## config.mk

```make
export PLATFORM = sky130hd
export DESIGN_NAME = seg7_scan_driver
export DESIGN_NICKNAME = d
export VERILOG_FILES = /design/src/rtl/seg7_pkg.sv /design/src/rtl/seg7_hex_encode.sv /design/src/rtl/seg7_scan_driver.sv
export SDC_FILE = /design/constraint.sdc
export NUM_CORES = 1
export LEC_CHECK = 0
export CORE_MARGIN = 2
export CORE_UTILIZATION = 47
export DETAILED_ROUTE_END_ITERATION = 8
export DONT_BUFFER_PORTS = 1
export PLACE_DENSITY = 0.67
export SKIP_LAST_GASP = 1
export SLEW_MARGIN = 5
export SYNTH_ARGS = -nofsm -noshare
export SYNTH_HDL_FRONTEND = slang
export SYNTH_SLANG_ARGS = --single-unit
```

## constraint.sdc

```tcl
create_clock -name clk -period 3.7 [get_ports clk]
set_clock_uncertainty 0.1 [all_clocks]
set_input_delay 0.37 -clock clk [delete_from_list [all_inputs] [get_ports clk]]
set_output_delay 0.37 -clock clk [all_outputs]
set_load 0.03 [all_outputs]
```

## src/rtl/seg7_pkg.sv

```systemverilog
// seg7_pkg: shared constants and helpers for the seven-segment scan driver.
//
// Contents:
//   SEG_0 .. SEG_F  active-low cathode patterns {a,b,c,d,e,f,g} for hex digits
//   SEG_BLANK       all segments off
//   idx_width()     width of a slot index for a given digit count (minimum 1)

package seg7_pkg;

  localparam logic [6:0] SEG_0     = 7'b0000001;
  localparam logic [6:0] SEG_1     = 7'b1001111;
  localparam logic [6:0] SEG_2     = 7'b0010010;
  localparam logic [6:0] SEG_3     = 7'b0000110;
  localparam logic [6:0] SEG_4     = 7'b1001100;
  localparam logic [6:0] SEG_5     = 7'b0100100;
  localparam logic [6:0] SEG_6     = 7'b0100000;
  localparam logic [6:0] SEG_7     = 7'b0001111;
  localparam logic [6:0] SEG_8     = 7'b0000000;
  localparam logic [6:0] SEG_9     = 7'b0000100;
  localparam logic [6:0] SEG_A     = 7'b0001000;
  localparam logic [6:0] SEG_B     = 7'b1100000;
  localparam logic [6:0] SEG_C     = 7'b0110001;
  localparam logic [6:0] SEG_D     = 7'b1000010;
  localparam logic [6:0] SEG_E     = 7'b0110000;
  localparam logic [6:0] SEG_F     = 7'b0111000;
  localparam logic [6:0] SEG_BLANK = 7'b1111111;

  // A single-digit display still needs a 1-bit index register.
  function automatic int unsigned idx_width(input int unsigned n);
    if (n <= 2) begin
      return 1;
    end
    return $clog2(n);
  endfunction

endpackage

```

## src/rtl/seg7_hex_encode.sv

```systemverilog
// seg7_hex_encode: combinational hex nibble to active-low seven-segment map.
//
// Ports:
//   nibble  in  4  hex digit 0..F
//   seg     out 7  active-low cathodes {a,b,c,d,e,f,g}

module seg7_hex_encode
  import seg7_pkg::*;
(
  input  logic [3:0] nibble,
  output logic [6:0] seg
);

  always_comb begin
    seg = SEG_BLANK;
    unique case (nibble)
      4'h0: seg = SEG_0;
      4'h1: seg = SEG_1;
      4'h2: seg = SEG_2;
      4'h3: seg = SEG_3;
      4'h4: seg = SEG_4;
      4'h5: seg = SEG_5;
      4'h6: seg = SEG_6;
      4'h7: seg = SEG_7;
      4'h8: seg = SEG_8;
      4'h9: seg = SEG_9;
      4'hA: seg = SEG_A;
      4'hB: seg = SEG_B;
      4'hC: seg = SEG_C;
      4'hD: seg = SEG_D;
      4'hE: seg = SEG_E;
      4'hF: seg = SEG_F;
    endcase
  end

endmodule

```

## src/rtl/seg7_scan_driver.sv

```systemverilog
// seg7_scan_driver: time-multiplexed seven-segment display driver.
//
// Scans NUM_DIGITS digits, one per refresh slot of REFRESH_DIV cycles, onto shared
// active-low cathodes and per-digit active-low anodes. The first BLANK_CYCLES of each
// slot are dark to suppress ghosting. Inputs are snapshotted once per frame so the
// display never tears.
//
// Ports:
//   clk        in   1              system clock
//   rst_n      in   1              synchronous active-low reset
//   value      in   4*NUM_DIGITS   hex nibbles, nibble k = digit k, digit 0 rightmost
//   dp_in      in   NUM_DIGITS     decimal point request per digit (1 = lit)
//   digit_en   in   NUM_DIGITS     per-digit enable (0 = dark)
//   lz_blank   in   1              leading-zero blanking enable
//   anode      out  NUM_DIGITS     active-low digit select, at most one bit low
//   cathode    out  7              active-low segments {a,b,c,d,e,f,g}
//   dp_n       out  1              active-low decimal point
//   scan_done  out  1              one-cycle pulse after each frame snapshot

module seg7_scan_driver
  import seg7_pkg::*;
#(
  parameter int unsigned NUM_DIGITS   = 8,
  parameter int unsigned REFRESH_DIV  = 100000,
  parameter int unsigned BLANK_CYCLES = 2
) (
  input  logic                    clk,
  input  logic                    rst_n,
  input  logic [4*NUM_DIGITS-1:0] value,
  input  logic [NUM_DIGITS-1:0]   dp_in,
  input  logic [NUM_DIGITS-1:0]   digit_en,
  input  logic                    lz_blank,
  output logic [NUM_DIGITS-1:0]   anode,
  output logic [6:0]              cathode,
  output logic                    dp_n,
  output logic                    scan_done
);

  localparam int unsigned SW = idx_width(NUM_DIGITS);
  localparam int unsigned PW = $clog2(REFRESH_DIV);

  localparam logic [PW-1:0] PRESC_LAST = PW'(REFRESH_DIV - 1);
  localparam logic [PW-1:0] PRESC_LIT  = PW'(BLANK_CYCLES);
  localparam logic [SW-1:0] SLOT_LAST  = SW'(NUM_DIGITS - 1);

  // Scan state
  logic [PW-1:0] presc_q;
  logic [SW-1:0] slot_q;
  // Low after reset until the first post-reset snapshot has been taken.
  logic          run_q;

  // Frame snapshot
  logic [4*NUM_DIGITS-1:0] value_q;
  logic [NUM_DIGITS-1:0]   dp_q;
  logic [NUM_DIGITS-1:0]   en_q;
  logic                    lz_q;

  logic last_presc;
  logic last_slot;
  logic snap;

  assign last_presc = (presc_q == PRESC_LAST);
  assign last_slot  = (slot_q == SLOT_LAST);
  // Capture on the first edge out of reset and on every frame wrap.
  assign snap       = !run_q || (last_presc && last_slot);

  // Leading-zero mask: digit k is blanked when it and every higher nibble are zero.
  logic [NUM_DIGITS-1:0] lz_mask;
  logic                  zero_run;

  always_comb begin
    lz_mask  = '0;
    zero_run = 1'b1;
    for (int k = int'(NUM_DIGITS) - 1; k >= 1; k--) begin
      zero_run   = zero_run && (value_q[4*k +: 4] == 4'h0);
      lz_mask[k] = lz_q && zero_run;
    end
  end

  // Select the snapshot fields for the current slot.
  logic [3:0]            cur_nib;
  logic                  cur_en;
  logic                  cur_lz;
  logic                  cur_dp;
  logic [NUM_DIGITS-1:0] sel_anode;

  always_comb begin
    cur_nib   = 4'h0;
    cur_en    = 1'b0;
    cur_lz    = 1'b0;
    cur_dp    = 1'b0;
    sel_anode = '1;
    for (int unsigned k = 0; k < NUM_DIGITS; k++) begin
      if (slot_q == SW'(k)) begin
        cur_nib      = value_q[4*k +: 4];
        cur_en       = en_q[k];
        cur_lz       = lz_mask[k];
        cur_dp       = dp_q[k];
        sel_anode[k] = 1'b0;
      end
    end
  end

  logic [6:0] cur_seg;

  seg7_hex_encode u_hex_encode (
    .nibble (cur_nib),
    .seg    (cur_seg)
  );

  logic show;
  assign show = (presc_q >= PRESC_LIT) && cur_en && !cur_lz;

  always_ff @(posedge clk) begin
    if (!rst_n) begin
      presc_q   <= '0;
      slot_q    <= '0;
      run_q     <= 1'b0;
      value_q   <= '0;
      dp_q      <= '0;
      en_q      <= '0;
      lz_q      <= 1'b0;
      anode     <= '1;
      cathode   <= SEG_BLANK;
      dp_n      <= 1'b1;
      scan_done <= 1'b0;
    end else begin
      scan_done <= snap;

      if (snap) begin
        value_q <= value;
        dp_q    <= dp_in;
        en_q    <= digit_en;
        lz_q    <= lz_blank;
      end

      if (!run_q) begin
        // Counters hold at slot 0 / prescaler 0 so the first frame is full length.
        run_q   <= 1'b1;
        anode   <= '1;
        cathode <= SEG_BLANK;
        dp_n    <= 1'b1;
      end else begin
        if (last_presc) begin
          presc_q <= '0;
          slot_q  <= last_slot ? '0 : slot_q + 1'b1;
        end else begin
          presc_q <= presc_q + 1'b1;
        end

        if (show) begin
          anode   <= sel_anode;
          cathode <= cur_seg;
          dp_n    <= !cur_dp;
        end else begin
          anode   <= '1;
          cathode <= SEG_BLANK;
          dp_n    <= 1'b1;
        end
      end
    end
  end

endmodule

```

## Word-level counts from Yosys, hierarchy flattened

Memory sizes are Yosys's and may differ from the RTL's. A register that Yosys moved wholly into a read port is not among the register bits.
Index checks and enable logic that the tools add are counted.

| word-level totals | value |
|---|---|
| bits in read-only memories | 112 |
| register bits | 80 |
| RAM bits | 0 |
| latch bits | 0 |
| memories kept | 1 |

| cells by class | value |
|---|---|
| magnitude comparators | 1 |
| equal/unequal tests | 8 |
| div/mod/pow operators | 0 |
| shift-type cells | 0 |
| bitwise logic cells | 0 |
| reductions and logical operators | 31 |
| muxes and demuxes | 42 |
| multipliers | 0 |
| add/sub/neg operators | 2 |

Memory list:

| name | words | width | read ports | clocked after Yosys merged registers in | wr ports | line | RTL |
|---|---|---|---|---|---|---|---|
| (name not given) | 16 | 7 | 1 | 1 | 0 | seg7_hex_encode.sv:16 | `unique case (nibble)` |

Operators with widths:

| kind | count |
|---|---|
| 1-bit two-way mux | 32 |
| 4-bit two-way mux | 8 |
| 4-bit logical NOT | 7 |
| 17-bit by 1-bit adder with 17-bit output (second input constant) | 1 |
| 17-bit equality test (second input constant) | 1 |
| 17-bit by 2-bit >= comparator with 1-bit output (second input constant) | 1 |
| 17-bit two-way mux | 1 |
| 1-bit logical AND | 16 |
| 3-bit equality test (second input constant) | 4 |
| 3-bit by 2-bit equality test with 1-bit output (second input constant) | 2 |
| 1-bit logical NOT | 4 |
| 3-bit by 1-bit adder with 3-bit output (second input constant) | 1 |
| 3-bit by 1-bit equality test with 1-bit output (second input constant) | 1 |
| 3-bit logical NOT | 1 |
| 3-bit two-way mux | 1 |
| 3-bit AND reduction | 1 |
| 2-bit AND reduction | 1 |
| 1-bit logical OR | 1 |

## Logic depth before layout (Yosys ltp)

Gate-level depths: netlist (run 1).

| logic depth | value |
|---|---|
| depth after elaboration | 19 |
| mapped depth | 14 |
| depth with buffers taken out | 12 |

## By module

A second synthesis (run 1) with hierarchy kept.

| second synthesis, totals | value |
|---|---|
| cells, all modules | 449 |
| area total of the unflattened synthesis | 4244.1 um^2 |

Modules (own cells, without submodules):

| module | cells an instance | times used | area each (um^2) |
|---|---|---|---|
| seg7_scan_driver | 416 | 1 | 3975.1 |
| seg7_hex_encode | 33 | 1 | 269.0 |

## Worst setup path before layout (run 1)

OpenSTA, ideal clock, no wires.

| path | value |
|---|---|
| path type | flip-flop to flip-flop |
| from | register slot_q[2] |
| to | register cathode[3] |
| period minus slack after synthesis | 2.750 ns |
| path buffers | 1 |
| arrival | 2.516 ns |
| stages on the path, launching flop included | 14 |
| required time | 3.466 ns |
| slack | 0.950 ns |
| path through | dfxtp_1 -> buf_6 -> inv_2 -> ha_1 -> nor2_1 -> o21ai_0 -> a21oi_1 -> o22ai_1 -> a31oi_1 -> inv_1 -> ha_1 -> or3_1 -> o211ai_1 -> o211ai_1 |

| on the way | value |
|---|---|
| word-level cells in the longest chain between the ends | 13 |

Ends and longest elaborated chain:

| what | line | RTL |
|---|---|---|
| from (decl) | seg7_scan_driver.sv:48 | `logic [SW-1:0] slot_q;` |
| from (signal assigned) | seg7_scan_driver.sv:146 | `slot_q <= last_slot ? '0 : slot_q + 1'b1;` |
| 3-bit logical NOT | seg7_scan_driver.sv:94 | `if (slot_q == SW'(k)) begin` |
| 1-bit two-way mux (8 in a row) | seg7_scan_driver.sv:94 |  |
| 1-bit logical AND (2 in a row) | seg7_scan_driver.sv:112 | `assign show = (presc_q >= PRESC_LIT) && cur_en && !cur_lz;` |
| 3-bit AND reduction (no line) | n/a |  |
| 1-bit logical NOT (no line) | n/a |  |
| to (decl) | seg7_scan_driver.sv:34 | `output logic [6:0] cathode,` |

Several ways; a longest one is shown, not always the timed one.
A chain may end at the register's enable or synchronous reset.

## Final worst setup path (run 1)

| path | value |
|---|---|
| from | register slot_q[0] |
| to | register cathode[3] |

The elaborated chain is that of the path after synthesis.

==> results of run 1 <==
-- area by class of cell --
type / instances / area share
clock buffers: 12 / 0.03799
clock inverters: 3 / 0.004029
inverters: 14 / 0.01209
multi-input cells: 370 / 0.4981
flip-flops and latches: 87 / 0.4006
well taps: 108 / 0.03108
repair buffers: 9 / 0.01612
-- stage by stage --
step,hold WS (ns),total power (uW)
after global placement,0.3071,1134
after detailed placement,0.3065,1138
after CTS,0.02473,1742
after global routing,0.01590,1807
final,0.03788,1724
after floorplan,0.2977,1116
-- synth_stat cells, drive strengths merged (4+ instances only) --
master,number,area share
o21ai,12,0.015
nor4,7,0.011
nor2b,5,0.0076
a21oi,20,0.025
a22oi,4,0.0073
nand4,7,0.011
or3,5,0.0076
nor2,26,0.024
dfxtp,87,0.42
inv,14,0.013
nand2b,4,0.0061
ha,13,0.039
nor3,9,0.016
a21boi,49,0.089
xnor2,6,0.013
buf,22,0.033
mux2i,7,0.017
nand2,127,0.12
xor2,9,0.019
o211ai,5,0.0091
clkbuf,8,0.0073
nand3,15,0.018
o221ai,5,0.011
nand3b,6,0.011
-- how the worst max path moves through the flow --
| stage | end | slack [ns] |
|---|---|---|
| floorplan | cathode[3]$_SDFF_PN1_ | 0.95 |
| global placement | cathode[3]$_SDFF_PN1_ | 0.74 |
| detailed placement | cathode[3]$_SDFF_PN1_ | 0.53 |
| CTS | cathode[3]$_SDFF_PN1_ | 0.51 |
| global route | cathode[3]$_SDFF_PN1_ | 0.12 |
| finish | cathode[3]$_SDFF_PN1_ | 0.48 |
-- critical path, stage by stage, from the launching register on --
cell,delay [ns]
dfxtp_1,0.36
ha_1,0.23
ha_1,0.18
buf_4,0.18
nor2_1,0.20
o21ai_0,0.13
a21oi_1,0.15
o22ai_1,0.10
a31oi_1,0.46
inv_1,0.15
ha_1,0.27
or3_1,0.38
o211ai_1,0.10
o211ai_1,0.11
-- power groups by stage --
stage | sequential [uW] | combinational, uW | clock (uW)
after global routing | 1000 | 135 | 668
after CTS | 1000 | 118 | 624
after floorplan | 1010 | 106 | 0
after detailed placement | 1020 | 116 | 0
final | 1000 | 117 | 607
after global placement | 1020 | 113 | 0
-- sequential cells by signal (all words and copies together) (netlist names) --
| signal | count |
|---|---|
| cathode | 7 |
| dp_q | 8 |
| presc_q | 17 |
| en_q | 8 |
| value_q | 32 |
| scan_done | 1 |
| lz_q | 1 |
| dp_n | 1 |
| run_q | 1 |
| anode | 8 |
| slot_q | 3 |
-- placed cells by master (no fill, tap or decap), types with 6 or more instances in the layout --
| cell type | n |
|---|---|
| mux2i_1 | 7 |
| a21boi_1 | 10 |
| o21ai_0 | 11 |
| nor4_1 | 7 |
| a21oi_1 | 19 |
| ha_1 | 13 |
| dfxtp_1 | 87 |
| nor2_1 | 25 |
| nand3_1 | 15 |
| buf_4 | 8 |
| a21boi_0 | 39 |
| nand2_1 | 127 |
| nand4_1 | 7 |
| inv_1 | 13 |
| xor2_1 | 9 |
| xnor2_1 | 6 |
| nand3b_1 | 6 |
| clkbuf_8 | 12 |
-- cells by family after synthesis --
logic type               count (synthesis)  synth area share
XOR/XNOR                                15           0.03183
buffers and inverters                   44           0.05335
flip-flops                              87            0.4219
AO/OA/AOI/OAI                          112            0.1891
adder cells (fa/ha/maj)                 13           0.03941
AND/OR/NAND/NOR                        223            0.2473
multiplexers                             7           0.01698
-- metal layers --
metal / GRT usage / vias up / share of wire / wire length [um]
met5: 0 / - / 0 / 0
met4: 0.07158 / 0 / 0.020 / 174
met3: 0.05612 / 15 / 0.056 / 497
met2: 0.3024 / 84 / 0.45 / 4005
met1: 0.2508 / 1550 / 0.48 / 4238
li1: - / 1691 / - / -
==> flow_summary.yaml, run 1 <==
timing:
  period_share: 0.8714
  finalSetupTns_ns: 0
  relSlewSlack: 0.4530
  setup_ws_ns: 0.4759
  drv_slew: 0
  worst_slew_pin_slew_ns: 0.8206
  setup_violations: 0
  layout_min_cycle_time_ns: 3.224
  hold_viol: 0
  fmax_ghz: 0.3102
  rsz0062_at_grt: "no"
global_routing:
  grt_pass1_wl_um: 14920
  grt_antenna_before_repair: 0
  grt_max_degree: 59
  grt_pass1_vias: 3194
  grt.total_usage: 0.1919
  overflow: 0
detailed_routing:
  drt_iter0_markers: 201
  dr.pass1.iters: 4
  detail-route-antenna-nets: 0
  routed_wl_um: 8916
  vias: 3340
  drc: 0
  viasPerCell: 5.539
  wl_per_cell_um: 14.79
pwr:
  p_leak_uw: 0.001603
  p_switching_uw: 408.9
  peakVddDrop_mv: 0.1428
  p_clk_frac: 0.352
  switching_share: 0.2372
  seq_power_share: 0.580
  p_per_area_mw_per_mm2: 396.5
  pwr-share-comb: 0.068
  p_int_uw: 1315
synthesis:
  synth_fp_nets: 565
  ys_ff_latch: 87
  synth_edf_count: 0
  syn_area_sq_mm: 0.004128
  netlist_instances: 501
  syn_avg_cell_area_sq_um: 8.239
  async_reset_ff_frac: 0
  ys_warn_count: 0
  synth_seq_area_share: 0.4219
  synth_cell_type_count: 50
  synth-main-ff-cell: "dfxtp_1"
placed_design:
  gp_congestion: 0.9222
  place_hpwl_um: 6497
  dp_slack_ns: 0.5349
  numPortBuffers: 0
  place_inst: 587
  place_area_sq_mm: 0.004155
finish:
  drive_above_1_share: 0.06465
  syn_to_final_growth_pct: 5.335
  post_layout_nonfiller_instances: 603
  final_core_util: 0.5035
  n_fill_cell: 832
  fin_nets: 555
  regArea_sq_mm: 0.001742
  multi_input_comb_area_sq_mm: 0.002166
  antennaDiodeCount: 0
  finalInstanceArea_sq_mm: 0.004348
clock_network:
  cts_sinks: 87
  cts-buffers-inserted: 9
  cts.clk_slew.worst_paths_ns: 0.08
  cts_max_level: 3
  cts-root-buf: "clkbuf_8"
  cts_resized: 0
  insertion_delay_ns: 0.36
  post_cts_buffers: 0
  cts-hold-fix-buffers: 1
  max-clock-path-buffers: 2
  cts_tree: "done"
floorplanning:
  dieArea_sq_mm: 0.009548
  die_y_um: 97.72
  die_width_um: 97.72
  io_pins: 68
  rows: 34
  core_area_sq_mm: 0.008636
  initial_core_util: 0.4780
min_path:
  min_path_cells: 1
  worstHoldStart: "rst_n"
  holdCritPathClass: "in -> reg"
  hold_path_end: "scan_done$_SDFF_PN0_"
worst_setup_path:
  cp-end-kind: "flop"
  reg2reg_depth: 13
  start_kind: "flop"
  critical_path_class: "reg -> reg"
  critPathLaunch: "slot_q[0]$_SDFFE_PN0P_"
  reg2reg_to: "cathode[3]$_SDFF_PN1_"
  arrival_ns: 3.36
  crit_required_ns: 3.83
  r2r-start: "slot_q[0]$_SDFFE_PN0P_"
  r2r_slack_ns: 0.48
  path_max_fanout: 13
status:
  outcome: "finished clean"
job:
  max_cap_violations: 0
Note: power is estimated with default switching activity, not from simulation.
==> inputs of run 2 (changes only) <==
--- a/config.mk
+++ b/config.mk
@@ -9,6 +9,7 @@
 export CORE_UTILIZATION = 47
 export DETAILED_ROUTE_END_ITERATION = 8
 export DONT_BUFFER_PORTS = 1
+export GPL_TIMING_DRIVEN = 0
 export PLACE_DENSITY = 0.67
 export SKIP_LAST_GASP = 1
 export SLEW_MARGIN = 5
==> flow_summary.yaml, run 2 (synthesis results as in run 1) <==
status:
  outcome: "finished clean"
global_routing:
  grt_pass1_vias: 3468
  grt_max_degree: 15
  grt_antenna_before_repair: 0
  overflow: 0
  grt.total_usage: 0.2107
  grt_pass1_wl_um: 16230
timing:
  layout_min_cycle_time_ns: 3.432
  period_share: 0.9274
  worst_slew_pin_slew_ns: 0.6052
  finalSetupTns_ns: 0
  fmax_ghz: 0.2914
  rsz0062_at_grt: "no"
  relSlewSlack: 0.5947
  drv_slew: 0
  hold_viol: 0
  setup_violations: 0
floorplanning:
  initial_core_util: 0.4780
  core_area_sq_mm: 0.008636
  die_y_um: 97.72
  die_width_um: 97.72
  rows: 34
  io_pins: 68
  dieArea_sq_mm: 0.009548
clock_network:
  cts_max_level: 3
  post_cts_buffers: 0
  cts_tree: "done"
  cts-root-buf: "clkbuf_8"
  insertion_delay_ns: 0.36
  cts.clk_slew.worst_paths_ns: 0.09
  max-clock-path-buffers: 2
  cts-hold-fix-buffers: 1
  cts_sinks: 87
  cts-buffers-inserted: 9
  cts_resized: 0
pwr:
  p_leak_uw: 0.001715
  p_int_uw: 1540
  switching_share: 0.2219
  seq_power_share: 0.504
  p_switching_uw: 439.1
  p_clk_frac: 0.428
  peakVddDrop_mv: 0.2891
  p_per_area_mw_per_mm2: 436.8
  pwr-share-comb: 0.068
  total_power_uw: 1979
worst_setup_path:
  crit_path_cell_trace: "inv_1 > ha_1 > clkbuf_1 > nand3b_1 > a21oi_1 > o22ai_1 > a31oi_1 > inv_1 > ha_1 > or3_1 > o211ai_1 > o211ai_1"
  arrival_ns: 3.57
  start_kind: "flop"
  cp_top_family: "compound AO/OA/AOI/OAI gates"
  cp-end-kind: "flop"
  critical_path_buf_inv_count: 3
  max_stage_delay_ns: 0.50
  worst_path_max_delay_cell: "a31oi_1"
  critical_path_class: "reg -> reg"
  path_max_fanout: 10
  crit_required_ns: 3.84
  r2r_slack_ns: 0.27
min_path:
  holdCritPathClass: "in -> reg"
detailed_routing:
  routed_wl_um: 9798
  vias: 3533
  detail-route-antenna-nets: 0
  drt_iter0_markers: 177
  dr.pass1.iters: 5
  wl_per_cell_um: 15.68
  viasPerCell: 5.653
  drc: 0
job:
  max_cap_violations: 0
finish:
  top_register: "value_q"
  drive_above_1_share: 0.08897
  largest_reg_flops: 32
  top_regs: "value_q: 32 flops, presc_q: 17 flops"
  layout_commonest_cell: "nand2_1"
  syn_to_final_growth_pct: 9.761
  antennaDiodeCount: 0
  fin_nets: 577
  n_fill_cell: 837
  final_cell_mix: "127 x nand2_1, 87 x dfxtp_1, 39 x a21boi_0"
placed_design:
  place_hpwl_um: 7352
  numPortBuffers: 0
  gp_congestion: 0.9054
[run 2: changes by cell type in the layout (fill, tap and decap cells not counted), sizes merged]
cell	delta
bufinv	+4
clkinvlp	-1
buf	+14
clkbuf	+5
[run 2: area by class of cell]
class / count / area (sq um) / share of cell area
flip-flops and latches: 87 / 1742 / 0.3844
multi-input cells: 370 / 2166 / 0.4780
clock inverters: 6 / 133.9 / 0.02955
plain buffers: 30 / 167.7 / 0.03701
well taps: 108 / 135.1 / 0.02983
repair buffers: 1 / 10.01 / 0.002209
inverters: 14 / 52.55 / 0.01160
clock buffers: 9 / 123.9 / 0.02734
[run 2: per-stage QoR]
step	area [sq um]	utilization	instances	setup WS, ns	hold slack, ns
3_3_place_gp	4263	0.4936	609	0.4279	0.2980
5_1_grt	4531	0.5246	625	0.04218	0.03770
2_1_floorplan	4128	-	501	0.9496	0.2977
6_report	4531	0.5246	625	0.2684	0.03225
4_1_cts	4531	0.5246	625	0.3053	0.02757
3_5_place_dp	4263	0.4936	609	0.3678	0.2980
[run 2: worst paths after layout]
kind,startpoint,endpoint,cells past startpoint
worst min register to register,value_q[0]$_SDFFE_PN0P_,value_q[0]$_SDFFE_PN0P_,2
worst max-delay path,slot_q[0]$_SDFFE_PN0P_,cathode[3]$_SDFF_PN1_,12
worst min-delay path,value[6],value_q[6]$_SDFFE_PN0P_,2
worst max register to register,slot_q[0]$_SDFFE_PN0P_,cathode[3]$_SDFF_PN1_,12
[run 2: power by group through the flow]
stage	clock network, uW	logic, uW	registers (uW)
2_1_floorplan	0	106	1010
4_1_cts	864	135	997
3_5_place_dp	0	133	1020
6_report	847	134	997
3_3_place_gp	0	129	1020
5_1_grt	896	154	1000
[run 2: layer usage]
layer  share of wire  global-route usage
met5               0                   0
met3           0.065             0.05755
met2            0.48              0.3618
met1            0.44              0.2544
met4           0.016             0.07372
==> inputs of run 3 (changes only) <==
--- a/config.mk
+++ b/config.mk
@@ -5,7 +5,8 @@
 export SDC_FILE = /design/constraint.sdc
 export NUM_CORES = 1
 export LEC_CHECK = 0
-export CORE_MARGIN = 2
+export CAP_MARGIN = 20
+export CORE_MARGIN = 1
 export CORE_UTILIZATION = 47
 export DETAILED_ROUTE_END_ITERATION = 8
 export DONT_BUFFER_PORTS = 1
==> flow_summary.yaml, run 3 (synthesis results as in run 1) <==
placed_design:
  gp_congestion: 0.8867
  numPortBuffers: 0
  dp_slack_ns: 0.4256
  place_hpwl_um: 7286
timing:
  rsz0062_at_grt: "no"
  setup_violations: 0
  period_share: 0.8923
  drv_slew: 0
  relSlewSlack: 0.6337
  fmax_ghz: 0.3029
  worst_slew_pin_slew_ns: 0.5464
  finalSetupTns_ns: 0
  setup_ws_ns: 0.3985
  hold_viol: 0
  layout_min_cycle_time_ns: 3.302
clock_network:
  cts.clk_slew.worst_paths_ns: 0.09
  cts-buffers-inserted: 9
  insertion_delay_ns: 0.36
  cts_max_level: 3
  cts-hold-fix-buffers: 1
  post_cts_buffers: 0
  cts_tree: "done"
  max-clock-path-buffers: 2
  cts_resized: 0
  cts-root-buf: "clkbuf_8"
  cts_sinks: 87
pwr:
  p_int_uw: 1331
  switching_share: 0.2417
  p_per_area_mw_per_mm2: 394.8
  p_clk_frac: 0.355
  seq_power_share: 0.568
  p_switching_uw: 424.4
  total_power_uw: 1756
  pwr-share-comb: 0.077
  peakVddDrop_mv: 0.2299
  p_leak_uw: 0.001681
status:
  outcome: "finished clean"
detailed_routing:
  drc: 0
  dr.pass1.iters: 5
  drt_iter0_markers: 151
  viasPerCell: 5.563
  wl_per_cell_um: 15.32
  vias: 3460
  routed_wl_um: 9528
  detail-route-antenna-nets: 0
worst_setup_path:
  path_max_fanout: 10
  start_kind: "flop"
  arrival_ns: 3.43
  cp-end-kind: "flop"
  crit_path_cell_trace: "inv_1 > ha_1 > clkbuf_1 > nand3b_1 > a21oi_1 > o22ai_1 > a31oi_1 > inv_1 > ha_1 > or3_1 > o211ai_1 > o211ai_1"
  cp_top_family: "compound AO/OA/AOI/OAI gates"
  worst_path_max_delay_cell: "clkbuf_1"
  max_stage_delay_ns: 0.45
  critical_path_class: "reg -> reg"
  critical_path_buf_inv_count: 3
  crit_required_ns: 3.83
global_routing:
  grt_pass1_wl_um: 15510
  grt_max_degree: 14
  grt_antenna_before_repair: 0
  overflow: 0
  grt.total_usage: 0.2201
  grt_pass1_vias: 3320
min_path:
  holdCritPathClass: "in -> reg"
floorplanning:
  dieArea_sq_mm: 0.009161
  initial_core_util: 0.4949
  die_width_um: 95.72
  rows: 33
  die_y_um: 95.72
  io_pins: 68
  core_area_sq_mm: 0.008341
finish:
  antennaDiodeCount: 0
  syn_to_final_growth_pct: 7.729
  largest_reg_flops: 32
  layout_commonest_cell: "nand2_1"
  drive_above_1_share: 0.08704
  final_cell_mix: "127 x nand2_1, 87 x dfxtp_1, 39 x a21boi_0"
  top_regs: "value_q: 32 flops, presc_q: 17 flops"
  fin_nets: 577
  top_register: "value_q"
job:
  max_cap_violations: 0
## run 3: metal layers
| layer | GRT usage | vias to the layer above | share of wire |
|---|---|---|---|
| li1 | - | 1744 | - |
| met1 | 0.2666 | 1614 | 0.45 |
| met2 | 0.3774 | 88 | 0.48 |
| met3 | 0.05292 | 14 | 0.058 |
| met4 | 0.08209 | 0 | 0.013 |
| met5 | 0 | - | 0 |
## run 3: power by group through the flow
stage	Combinational, uW	Clock, uW	Sequential [uW]
2_1_floorplan	106	0	1010
3_3_place_gp	130	0	1020
3_5_place_dp	134	0	1020
4_1_cts	135	636	997
5_1_grt	154	667	1000
6_report	135	624	997
## run 3: final timing paths
check,cells past startpoint,end,start,slack (ns)
worst max-delay path,12,cathode[3]$_SDFF_PN1_,slot_q[0]$_SDFFE_PN0P_,0.40
worst min-delay path,2,value_q[25]$_SDFFE_PN0P_,value[25],0.04
worst min register to register,2,value_q[3]$_SDFFE_PN0P_,value_q[3]$_SDFFE_PN0P_,0.36
worst max register to register,12,cathode[3]$_SDFF_PN1_,slot_q[0]$_SDFFE_PN0P_,0.40
## run 3: final cells by class
type	count	area [sq um]
Fill cell	836	3894
Multi-Input combinational cell	370	2166
Sequential cell	87	1742
Buffer	30	167.7
Tap cell	105	131.4
Clock buffer	10	127.6
Inverter	14	52.55
Clock inverter	5	50.05
Timing Repair Buffer	1	10.01
## run 3: metrics by stage
step                area (sq um)    util  std cells  hold WS, ns
floorplan                   4128       -        501       0.2977
global placement            4259  0.5107        606       0.2981
detailed placement          4259  0.5107        606       0.2980
CTS                         4447  0.5332        622      0.04217
global route                4447  0.5332        622      0.04215
finish                      4447  0.5332        622      0.04309
==> RTL edit 1: new RTL, flow settings as in run 2 <==
Add an input register stage for `value`, `dp_in`, `digit_en` and `lz_blank`; this delays them by one clock.
--- a/src/rtl/seg7_scan_driver.sv
+++ b/src/rtl/seg7_scan_driver.sv
@@ -43,4 +43,16 @@
   localparam logic [PW-1:0] PRESC_LIT  = PW'(BLANK_CYCLES);
   localparam logic [SW-1:0] SLOT_LAST  = SW'(NUM_DIGITS - 1);
+
+  logic [4*NUM_DIGITS-1:0] value_r;
+  logic [NUM_DIGITS-1:0] dp_r;
+  logic [NUM_DIGITS-1:0] digit_en_q;
+  logic lz_blank_q;
+
+  always_ff @(posedge clk) begin
+    value_r    <= value;
+    dp_r       <= dp_in;
+    digit_en_q <= digit_en;
+    lz_blank_q <= lz_blank;
+  end
 
   // Scan state
@@ -129,8 +141,8 @@
 
       if (snap) begin
-        value_q <= value;
-        dp_q    <= dp_in;
-        en_q    <= digit_en;
-        lz_q    <= lz_blank;
+        value_q <= value_r;
+        dp_q    <= dp_r;
+        en_q    <= digit_en_q;
+        lz_q    <= lz_blank_q;
       end
 
Behaviour: not the same (Yosys sat finds a counterexample within 10 cycles, from zero or initial values and one cycle with rst_n low).
==> RTL edit 1 against run 2 <==
- routed wire length grew 17%
- largest power group is now the clock network
- setup slack improved by 0.070 ns
- synthesized area rose by 24%
- core utilization grew 7.1 points
- count of clock-buffer cells in the layout rose by 14
- maximum frequency grew 2.1%
- largest cell class is now registers
- sequential cell count grew 49
- final cell count rose by 25%
- global-route usage fell by 0.26 points
- power increased by 77%
- cell area up 41%
==> RTL edit 1: results (changes against run 2) <==
- The sum of met2 wire segment lengths after detailed routing came to 5.34 mm (+14%).
* Run status: complete, no violations
- Vias in the first global route: 4008 (+16%)
- The level count of the clock H-tree is 4 (+1).
* Net count after synthesis: 622 (+10%)
- The post-synthesis sequential area ratio was 53.3% (+11 points).
* Number of CTS-inserted buffers: 17 (+8)
- Met3 wire length: 672 microns (+5.2%)
- Average wire per standard cell: 14.7 microns (-6.4%)
* Longest Clk Path Bufs: 2 (unchanged)
* Crit path DAT: 3.65 ns (+0.08 ns)
- The vias per cell was 5.23 (-7.4%).
- Number of synthesis warnings: 0 (unchanged)
- Registers with the most flip-flops: value_q: 32 flops, value_r: 32 flops, presc_q: 17 flops
- Max-slew violation count: 0 (unchanged)
- Wire length of the first global-routing pass: 18.7 mm (+15%)
- Total track usage: 20.8% (-0.26 points)
- The number of gates given a new drive strength after cts is 0 (unchanged).
- The post-layout net count was 691 (+20%).
- The number of buffers inserted by port buffering is 0 (unchanged).
- Post-DP Area: 0.00529 sq mm (+24%)
* Distinct cell type count of the synthesized netlist: 51 (+2.0%)
* Initial antenna violation count: 0 (unchanged)
* HPWL after detailed placement: 7.88 mm (+7.1%)
- The fraction of layout instances using a drive strength above 1 was 7.67% (-1.2 points).
- Met1 WL: 5.15 mm (+19%)
- Uppermost signal routing layer after detailed routing: met4
* Crit path max-delay cell type: a221oi_2
* Number of iterations in the first detailed-routing pass: 5 (unchanged)
* Largest stage delay on the critical path: 0.52 ns (+0.02 ns)
- Clock insertion delay at the later pin of the skew report: 0.53 ns (+0.17 ns)
- Sorting the synthesized cells by area gives the leading types as dfxtp_1, nand2_1, a21boi_0, ha_1, nor2_1.
* Peak fanout along the critical path: 10 (unchanged)
- First-iteration detailed-routing DRC count: 283 (+60%)
- The most used flip-flop cell after synthesis is dfxtp_1.
* Count of endpoints failing setup in the final report: 0 (unchanged)
* Count of max-cap constraint violations: 0 (unchanged)
- Placer's final routability congestion estimate: 0.896 (-1.1%)
- The hold buffer count at CTS is 50 (+49).
- The post-synthesis async set-or-reset flop share is 0% (unchanged).
- Post-CTS Repair Setup Buffers: 0 (unchanged)
* Min-Delay Path Class: input port to register
- The largest net degree at the start of global routing came to 17 (+2).
- The worst slew margin relative to its limit was 61.1% (+1.6 points).
- The clock transition at the register clock pins on the worst setup and hold paths after CTS was 0.06 ns (-0.03 ns).
* Static Leakage: 2.49 nW (+45%)
* Diode count: 0 (unchanged)
- The root buffer cell chosen for the clock tree is clkbuf_8.
- Maximum ir drop on the vdd rail: 0.440 mV (+52%)
- Sorting the synthesized cells by how often they occur yields nand2_1, dfxtp_1, a21boi_0, nor2_1, a21oi_1.
==> RTL edit 1: final cells by class <==
type / instances / area (sq um)
Tap cell: 140 / 175
Fill cell: 946 / 4340
Multi-Input combinational cell: 379 / 2210
Sequential cell: 136 / 2720
Clock buffer: 23 / 477
Inverter: 11 / 41.3
Clock inverter: 8 / 143
Timing Repair Buffer: 50 / 500
Buffer: 32 / 136
==> RTL edit 1: path summary, 6_finish.rpt <==
check / from / to / cells after the start / slack (ns)
worst max-delay path: slot_q[0]$_SDFFE_PN0P_ / cathode[3]$_SDFF_PN1_ / 11 / 0.34
worst min-delay path: rst_n / en_q[0]$_SDFFE_PN0P_ / 2 / 0.27
worst max register to register: slot_q[0]$_SDFFE_PN0P_ / cathode[3]$_SDFF_PN1_ / 11 / 0.34
worst min register to register: value_r[25]$_DFF_P_ / value_q[25]$_SDFFE_PN0P_ / 2 / 0.34
==> RTL edit 1: worst max-delay path: cells and delay by family, from the launching register on <==
| family | cells | cell delay, ns |
|---|---|---|
| and+or+nand+nor | 2 | 0.19 |
| DFF | 1 | 0.40 |
| buffers and inverters | 3 | 1.00 |
| adders and majority gates | 3 | 0.61 |
| AOI/OAI and AO/OA | 1 | 0.52 |
| muxes | 2 | 0.40 |
==> RTL edit 1: power by group <==
group	total [mW]	internal (mW)	switching, mW
registers	1.57	1.53	0.0388
logic	0.182	0.0927	0.0891
clock network	1.74	1.16	0.586
==> RTL edit 1: through the flow <==
step	worst slack [ns]	hold slack (ns)	instances
2_1_floorplan	0.936	0.298	558
3_3_place_gp	0.389	0.298	698
3_5_place_dp	0.386	0.298	698
4_1_cts	0.358	0.222	779
5_1_grt	0.0763	0.247	779
6_report	0.339	0.273	779
==> RTL edit 1: kinds of logic after synthesis <==
family,share of synthesized area (%)
compound gates,15.7
xor+xnor,2.57
fa+ha+maj,3.18
buf+inv,3.48
flops,53.3
mux,1.27
simple gates,20.5
==> RTL edit 1: layer usage <==
| metal | up-vias | GRT usage, % |
|---|---|---|
| met1 | 1890 | 26.4 |
| met3 | 23 | 5.36 |
| met4 | 0 | 9.98 |
| met5 | - | 0 |
| met2 | 134 | 33.1 |
| li1 | 2029 | - |
==> RTL edit 2: new RTL, config.mk and constraints of run 2 <==
Made on the original files. Change the parameter `REFRESH_DIV` from 100000 to 200000.
--- a/src/rtl/seg7_scan_driver.sv
+++ b/src/rtl/seg7_scan_driver.sv
@@ -22,5 +22,5 @@
 #(
   parameter int unsigned NUM_DIGITS   = 8,
-  parameter int unsigned REFRESH_DIV  = 100000,
+  parameter int unsigned REFRESH_DIV  = 200000,
   parameter int unsigned BLANK_CYCLES = 2
 ) (
Check against the original RTL: no difference found for any inputs over 10 cycles, from zero or initial values and one cycle with rst_n low; that may be too few to reach the edited logic, so the function may still have changed.
==> RTL edit 2 against run 2 <==
- maximum frequency up 1.6%
- power is 5.5% lower
- combinational power increased by 18%
- first-iteration DRC count shrank 14%
- setup slack gained 0.056 ns
- global-route usage decreased by 0.81 points
- routed wire length fell by 0.50%
- synthesized cell count grew 0.40%
- cell area increased by 5.3%
- via count is 0.71% lower
- synthesized area grew 5.9%
- sequential cell count is 1 higher
- critical endpoint unchanged
==> RTL edit 2: results (changes against run 2) <==
- Biggest area contributors in the synthesized netlist: dfxtp_1, nand2_1, a21boi_2, a21boi_1, ha_1
- Total Nets Final: 579 (+0.35%)
- For this design, the slowest cell found on the critical path is dfxtp_1.
- Minimum hold slack: 0.0378 ns (+0.00559 ns)
* Wire length of the first global-routing pass: 16.2 mm (-0.12%)
- Non-filler cells in the finished layout: 631 (+0.96%)
* Crit path DAT: 3.50 ns (-0.07 ns)
- The largest voltage drop on the vdd net was 0.242 mV (-16%).
- The largest incremental delay on the critical path was 0.34 ns (-0.16 ns).
- Run status: complete, no violations
* Total track usage: 20.3% (-0.81 points)
- The total nets after synthesis is 567 (+0.35%).
* Distinct cell type count of the synthesized netlist: 60 (+20%)
- The placed cell count came to 614 (+0.82%).
* HPWL after detailed placement: 7.42 mm (+0.99%)
* Gate count of the mapped netlist: 503 (+0.40%)
* Vias in the first global route: 3371 (-2.8%)
- The static power due to leakage came to 1.76 nW (+2.5%).
- The number of gates given a new drive strength after cts was 2 (+2).
- The net switching power came to 0.449 mW (+2.4%).
- The post-synthesis sequential area ratio was 40.3% (-1.9 points).
* First-iteration detailed-routing DRC count: 152 (-14%)
- Worst R2R Setup Slack: 0.32 ns (+0.06 ns)
- Most common library cells after synthesis: nand2_1, dfxtp_1, nor2_1, a21boi_1
- The overall via count from detail_route is 3508 (-0.71%).
* Placer's final routability congestion estimate: 0.931 (+2.8%)
* Clock period minus final worst setup slack: 3.38 ns (-0.0555 ns)
## RTL edit 2: power by group through the flow
stage / Clock, mW / Combinational (mW) / Sequential (mW)
3_5_place_dp: 0 / 0.156 / 1.03
3_3_place_gp: 0 / 0.151 / 1.03
6_report: 0.703 / 0.158 / 1.01
2_1_floorplan: 0 / 0.128 / 1.02
5_1_grt: 0.753 / 0.178 / 1.01
4_1_cts: 0.716 / 0.158 / 1.01
## RTL edit 2: kinds of logic (layout without fill, tap and decap cells)
kind of cell	Yosys count	after routing	synth area share [%]
XOR/XNOR	18	18	3.61
multiplexers	6	6	1.37
buffers and inverters	44	61	5.98
AND/OR/NAND/NOR	221	221	24.3
flip-flops	88	88	40.3
adder cells (fa/ha/maj)	13	13	3.72
AO/OA/AOI/OAI	113	113	20.8
## RTL edit 2: layout make-up
cell class | instances | area, sq um
well taps | 111 | 139
plain buffers | 31 | 215
clock inverters | 4 | 51.3
multi-input cells | 371 | 2380
repair buffers | 1 | 10.0
flip-flops and latches | 88 | 1760
fillers | 870 | 4380
inverters | 13 | 48.8
clock buffers | 12 | 165
## RTL edit 2: worst paths after layout
kind | startpoint | to | cells past startpoint
max | slot_q[2]$_SDFFE_PN0P_ | cathode[3]$_SDFF_PN1_ | 13
min | value[25] | value_q[25]$_SDFFE_PN0P_ | 2
max reg2reg | slot_q[2]$_SDFFE_PN0P_ | cathode[3]$_SDFF_PN1_ | 13
min reg2reg | dp_q[7]$_SDFFE_PN0P_ | dp_q[7]$_SDFFE_PN0P_ | 2
## RTL edit 2: routing by layer
layer / vias up / track usage, % / part of all wire, %
met2: 91 / 33.9 / 48
met1: 1643 / 26.6 / 45
met3: 13 / 4.25 / 5.0
met4: 0 / 5.58 / 1.4
met5: - / 0 / 0
li1: 1761 / - / -
